==> src/rtl/pipe_stall_ctrl.sv <==
// Stall/flush scheduler for the 5-stage pipeline: merges hazard, branch, IM and DM waits.
// Define PIPE_PERF_CNT_EN to add saturating stall/redirect performance counters.
module pipe_stall_ctrl #(
  parameter int ADDR_W = 32,
  parameter int CNT_W  = 32
) (
  input  logic              clk,
  input  logic              rst,
  input  logic              hz_stall,
  input  logic              br_taken,
  input  logic [ADDR_W-1:0] br_target,
  input  logic              im_stall,
  input  logic              dm_stall,
  output logic              pc_write,
  output logic              pc_redirect,
  output logic [ADDR_W-1:0] pc_redirect_addr,
  output logic              if_id_write,
  output logic              if_id_flush,
  output logic              id_ex_write,
  output logic              id_ex_flush,
  output logic              ex_mem_write,
  output logic              mem_wb_write,
  output logic              drop_pend
`ifdef PIPE_PERF_CNT_EN
  ,
  output logic [CNT_W-1:0]  perf_dm_cyc,
  output logic [CNT_W-1:0]  perf_im_cyc,
  output logic [CNT_W-1:0]  perf_redirect
`endif
);

  typedef enum logic {RUN, DROP} state_t;

  state_t            r_state;
  logic [ADDR_W-1:0] r_pend_addr;
  state_t            w_state_next;
  logic [ADDR_W-1:0] w_pend_next;

  always_comb begin
    pc_write         = 1'b0;
    pc_redirect      = 1'b0;
    pc_redirect_addr = (r_state == DROP) ? r_pend_addr : br_target;
    if_id_write      = 1'b0;
    if_id_flush      = 1'b0;
    id_ex_write      = 1'b0;
    id_ex_flush      = 1'b0;
    ex_mem_write     = 1'b0;
    mem_wb_write     = 1'b0;
    drop_pend        = (r_state == DROP);
    w_state_next     = r_state;
    w_pend_next      = r_pend_addr;

    if (rst) begin
      pc_redirect_addr = '0;
      drop_pend        = 1'b0;
    end else if (!dm_stall) begin
      ex_mem_write = 1'b1;
      mem_wb_write = 1'b1;
      if (r_state == DROP) begin
        // Every fetch returning while a redirect waits is stale, so keep squashing IF/ID.
        if_id_flush = 1'b1;
        if_id_write = 1'b1;
        id_ex_write = 1'b1;
        if (br_taken) begin
          id_ex_flush = 1'b1;
          w_pend_next = br_target;
        end else if (!im_stall) begin
          pc_write     = 1'b1;
          pc_redirect  = 1'b1;
          w_state_next = RUN;
        end
      end else if (br_taken) begin
        if_id_flush = 1'b1;
        id_ex_flush = 1'b1;
        if_id_write = 1'b1;
        id_ex_write = 1'b1;
        if (!im_stall) begin
          pc_write    = 1'b1;
          pc_redirect = 1'b1;
        end else begin
          w_pend_next  = br_target;
          w_state_next = DROP;
        end
      end else if (hz_stall) begin
        id_ex_write = 1'b1;
        id_ex_flush = 1'b1;
      end else if (im_stall) begin
        if_id_write = 1'b1;
        if_id_flush = 1'b1;
        id_ex_write = 1'b1;
      end else begin
        pc_write    = 1'b1;
        if_id_write = 1'b1;
        id_ex_write = 1'b1;
      end
    end
  end

  always_ff @(posedge clk or posedge rst) begin
    if (rst) begin
      r_state     <= RUN;
      r_pend_addr <= '0;
    end else begin
      r_state     <= w_state_next;
      r_pend_addr <= w_pend_next;
    end
  end

`ifdef PIPE_PERF_CNT_EN
  logic [CNT_W-1:0] r_dm_cyc;
  logic [CNT_W-1:0] r_im_cyc;
  logic [CNT_W-1:0] r_redirect;

  always_ff @(posedge clk or posedge rst) begin
    if (rst) begin
      r_dm_cyc   <= '0;
      r_im_cyc   <= '0;
      r_redirect <= '0;
    end else begin
      if (dm_stall && !(&r_dm_cyc))
        r_dm_cyc <= r_dm_cyc + 1'b1;
      if (im_stall && !dm_stall && !(&r_im_cyc))
        r_im_cyc <= r_im_cyc + 1'b1;
      if (pc_redirect && !(&r_redirect))
        r_redirect <= r_redirect + 1'b1;
    end
  end

  assign perf_dm_cyc   = r_dm_cyc;
  assign perf_im_cyc   = r_im_cyc;
  assign perf_redirect = r_redirect;
`endif

endmodule

==> config.mk <==
export PLATFORM = sky130hd
export DESIGN_NAME = pipe_stall_ctrl
export DESIGN_NICKNAME = d
export VERILOG_FILES = /design/src/rtl/pipe_stall_ctrl.sv
export SDC_FILE = /design/constraint.sdc
export NUM_CORES = 1
export LEC_CHECK = 0
export ABC_AREA = 1
export BUFFER_PORTS_ARGS = -buffer_cell sky130_fd_sc_hd__buf_2
export CORE_MARGIN = 8
export CORE_UTILIZATION = 40
export CTS_CLUSTER_SIZE = 12
export DETAILED_ROUTE_END_ITERATION = 10
export PLACE_DENSITY = 0.69
export SLEW_MARGIN = 15
export SYNTH_ARGS = -nofsm -noshare
export SYNTH_HDL_FRONTEND = slang
export SYNTH_SLANG_ARGS = --single-unit
==> constraint.sdc <==
create_clock -name clk -period 2.65 [get_ports clk]
set_input_delay 0.1325 -clock clk [delete_from_list [all_inputs] [get_ports clk]]
set_output_delay 0.1325 -clock clk [all_outputs]
set_load 0.005 [all_outputs]
---- Word-level counts from Yosys, hierarchy flattened ----
Cells that the tools add are included.
storage, ports and cells
  bits in registers ....................... 33
  latch bits .............................. 0
  memory bits (writable) .................. 0
  ROM bits ................................ 0
  input port bits ......................... 38
  output and inout port bits .............. 41
  logic and storage cells ................. 47
  memories kept ........................... 0
operators by class
  add/sub/neg operators ................... 0
  multiply operators ...................... 0
  div/mod/pow operators ................... 0
  order comparisons ....................... 0
  eq/ne operators ......................... 0
  shift operators ......................... 0
  multiplexer cells ....................... 40
  bitwise operators ....................... 2
  reductions and logical operators ........ 3
operators with widths
  cell                 count
  2-to-1 mux 32 bit    6
  2-to-1 mux 1 bit     34
  AND reduction 4 bit  1
  NOT 1 bit            2
  AND reduction 2 bit  1
  nonzero test 2 bit   1

---- Logic depth before layout (Yosys ltp) ----
  depth after elaboration ................. 6
  depth in mapped cells ................... 7
  depth with buffers taken out ............ 5

---- Worst setup path after synthesis ----
Ideal clock, no wire load.
  path kind ............................... input-to-output
  start ................................... input port rst
  end ..................................... output port pc_redirect_addr[22]
  arrival time ............................ 1.756 ns
  required time ........................... 2.518 ns
  slack ................................... 0.762 ns
  cell stages on the path ................. 4
  buffers on the path ..................... 1
  cell sequence ........................... inv_1 > clkbuf_1 > o21ai_0 > nor2_1
on the way
  longest elaborated chain between the ends .. 1
ends and longest elaborated chain
  what               RTL line  source
  start, declared    8         input logic rst,
  2-to-1 mux 32 bit  53        if (rst) begin
  end, declared      16        output logic [ADDR_W-1:0] pc_redirect_addr,
No other way between the ends.

---- Worst setup path after layout ----
  start ................................... input port rst
  end ..................................... output port pc_write
on the way
  longest elaborated chain between the ends .. 1
ends and longest elaborated chain
  what              RTL line  source
  2-to-1 mux 1 bit  53
  end, declared     14        output logic pc_write,
No other way between the ends.

==> metrics.sh <==
STATUS='completed'
POST_CTS_RESIZE_COUNT=0
SYNTH_NETS=313
LEAKAGE_DISSIPATION_uW=0.001386
SYNTH_SEQ_CELLS=33
MIN_PERIOD_OVER_PERIOD=0.7157
WHS_NS=0.08999
CLOCK_TREE.BUFFER_DEPTH=2
PLACE_WS_NS=0.8325
XOR_XNOR_FRACTION_OF_SYNTH_AREA=0
DIE_W_UM=84.20
REQUIRED_NS=2.52
ROUTED_WL_MM=5.237
TIMING.CRITICAL_PATH.ARRIVAL_NS=1.76
SYNTHDOMINANTAREACELLTYPE='dfrtp_1'
SYNTH_TOP_AREA_SHARE=0.4438
SYNTH_ENABLE_FLOP_CELLS=0
AREAGROWTHSYNTHTOFINISH_PCT=27.64
VIA_PER_INST=4.893
CLOCK_TREE_FROM_TRITONCTS='yes'
LAYOUT_MIN_CYCLE_TIME_NS=1.897
WORST-R2R-SETUP-SLACK_NS=0.82
CP_COMMON_CELL='buf_2'
POST_SYNTH_MAIN_AREA_CONTRIBUTORS='dfrtp_1, nand2_1, nor2_1, o21ai_0, nand3_1'
SLOWEST_DELAY_NS=0.53
LAYOUT_FILLERS=479
DETAIL_ROUTE.ITER0.VIOLATIONS=128
CTS_SETUP_BUFFERS=0
FINAL-SETUP-VIOL-COUNT=0
POSTROUTEANTENNANETS=0
INSERTION_DELAY_NS=0.28
GLOBALPLACE.CONGESTION=0.7267
POSTSYNTH.ASYNCRESETSHARE=1.000
GRT_FIRST_PASS_WIRELENGTH_MM=9.114
IO_BUFFER_COUNT=78
YOSYS.AREA_SHARE.SIMPLE=0.3826
P_PER_AREA_nW_PER_UM2=683.1
SYNTHFLOPTYPE='dfrtp_1'
TIMING.SETUP.CRITICAL_PATH_CLASS='input pin to primary output'
HP-START='br_target[6]'
POST_SYNTH_INST_COUNT=275
WORST_IR_DROP_VDD_V=0.0002572
DRIVE_ABOVE_1_SHARE=0.2775
MOST_INSTANTIATED_LIBRARY_CELL_AFTER_SYNTHESIS='nand2_1'
WORSTSETUPENDPOINTTYPE='primary output'
MAX_CAP_VIOLATIONS=0
FINAL_MAX_SLEW_VIOL_COUNT=0
DRT_FIRST_PASS_ITERS=4
POST_SYNTH_MOST_FREQUENT_CELLS='nand2_1, nor2_1, o21ai_0, dfrtp_1, nand3_1'
HTREE_NUM_LEVELS=2
SLEW_HEADROOM=0.5913
TRITONCTS.NUM_BUFFERS=5
REG2REG_DEPTH=6
TIMING.HOLD.WORST_PATH_DEPTH=3
SYNTH.CELL_AREA_UM2=1861
POWER.TOTAL_uW=1622
WL_PER_CELL_UM=13.09
WORST-SLEW-PIN-TRANSITION_NS=0.6109
FIN_UTIL=0.5165
WORST_PATH_CELL_CHAIN='dlygate4sd3_1 > buf_2 > nor2_2 > o21ai_0 > nor2_1 > buf_2'
GRT_START_MAX_NET_PINS=66
PLACEABLECOREAREA_UM2=4598
FMAXACHIEVABLE_MHz=527.2
SYNTHESIS.YOSYS.WARNINGS=0
GRT_PASS1_VIAS=2033
DRT_DRC_VIOLATIONS_LEFT=0
STD_CELL_ROWS=25
TOTALNEGATIVESETUPSLACK_NS=0
MIN_DELAY_WORST_ENDPOINT='r_pend_addr[6]'
ANTENNA_CELLS=0
SYNTHMUXAREASHARE=0
LAYOUT.AREA.SEQ_UM2=825.8
YS_SEQ_AREA_FRAC=0.4438
SYNTH_TOP_FAMILY_BY_AREA='simple AND/OR/NAND/NOR gates'
CLK_PIN_SLEW_NS=0.07
GR-TOTAL-OVERFLOW=0
VIA_COUNT=1957
CRITPATHMAXFANOUT=13
SETUP.WORST_PATH.START_CLASS='input pin'
SYNTH_CELL_TYPE_COUNT=13
INITIAL_CORE_UTIL=0.4046
IOS=79
GROUTE.USAGE.OVERALL=0.1504
HPWL_MM=3.574
POST-ROUTE-WORST-SETUP-SLACK_NS=0.7533
NETS=383
GRT_SETUP_UNREPAIRED='no'
R2R-END='r_pend_addr[20]'
MULTI_INPUT_AREA_UM2=899.6
TIMING.CLOCK.SKEW_NS=0.002328
TIMING.FINAL.HOLD_VIOLATIONS=0
FLOORPLAN.DIE_AREA_UM2=7090
AREA_FRACTION_IN_COMPOUND_GATES_AFTER_SYNTHESIS=0.09953
ROOT_BUFFER='clkbuf_8'
PER_INSTANCE_AVERAGE_AREA_AFTER_SYNTHESIS_UM2=6.766
CTS.SINKS=33
DIE-HEIGHT_UM=84.20
HOLD_PATH.CLASS='input pin to flip-flop'
TIMING.RR.START='r_state'
ANTENNA_FOUND_INITIAL=0
CRITICAL_PATH.SLOWEST_CELL='dlygate4sd3_1'
SYNTHADDERAREAFRAC=0
==> stage by stage <==
stage	cell area, um2	cells
global placement	2263	391
CTS	2375	400
global route	2375	400
floorplan	1861	275
detailed placement	2263	391
finish	2375	400
==> sequential cells by signal (all words and copies together) (netlist names) <==
register,cells
r_state,1
r_pend_addr,32
==> cell usage in the layout, fill, tap and decap left out, drive strengths merged <==
master / netlist / routed
o21ai: 35 / 35
dfrtp: 33 / 33
inv: 5 / 5
a21oi: 2 / 2
nor2: 69 / 69
clkbuf: 6 / 7
clkinv: 1 / 2
nand3: 33 / 33
nor3: 1 / 1
dlygate4sd3: 0 / 1
buf: 16 / 84
nand2: 74 / 74
==> layer usage <==
layer | vias up | track usage | routed length (um)
li1 | 1010 | - | -
met1 | 882 | 0.1769 | 2344
met2 | 57 | 0.2514 | 2505
met3 | 8 | 0.04647 | 301
met4 | 0 | 0.05181 | 86
met5 | - | 0 | 0
==> worst max-delay path by stage <==
stage / from / to / slack [ns] / cells after the start
after floorplan: rst / pc_redirect_addr[22] / 0.76 / 4
after global placement: r_state / r_pend_addr[10] / 0.87 / 6
after detailed placement: r_state / r_pend_addr[27] / 0.83 / 6
after CTS: rst / pc_write / 0.73 / 6
after global routing: r_state / r_pend_addr[9] / 0.57 / 6
final: rst / pc_write / 0.75 / 6
==> kinds of logic after synthesis <==
group	Yosys count
AO/OA/AOI/OAI	37
AND/OR/NAND/NOR	177
buffers and inverters	28
flip-flops	33
==> final cells by class <==
class / count / area share
repair buffers: 85 / 0.1928
clock inverters: 1 / 0.002107
multi-input cells: 214 / 0.3788
inverters: 6 / 0.009484
flip-flops and latches: 33 / 0.3477
clock buffers: 7 / 0.04057
well taps: 54 / 0.02845
==> repair_timing <==
| item | 4_1_cts | 5_1_grt |
|---|---|---|
| endpoints found under the setup margin | 0 | 0 |
| hold endpoints to repair | 33 | 0 |
| hold buffers | 1 | 0 |
==> worst max-delay path: cells and delay by family <==
kind                   cells  cell delay (ns)
buffers and inverters      3             0.80
and+or+nand+nor            2             0.57
AOI/OAI and AO/OA          1             0.26
==> report_power, final <==
part	internal, uW	switching, uW
Clock	235	180
Combinational	199	291
Sequential	636	82.2
Total	1070	553
No activity file was read; power rests on OpenSTA's default activity.
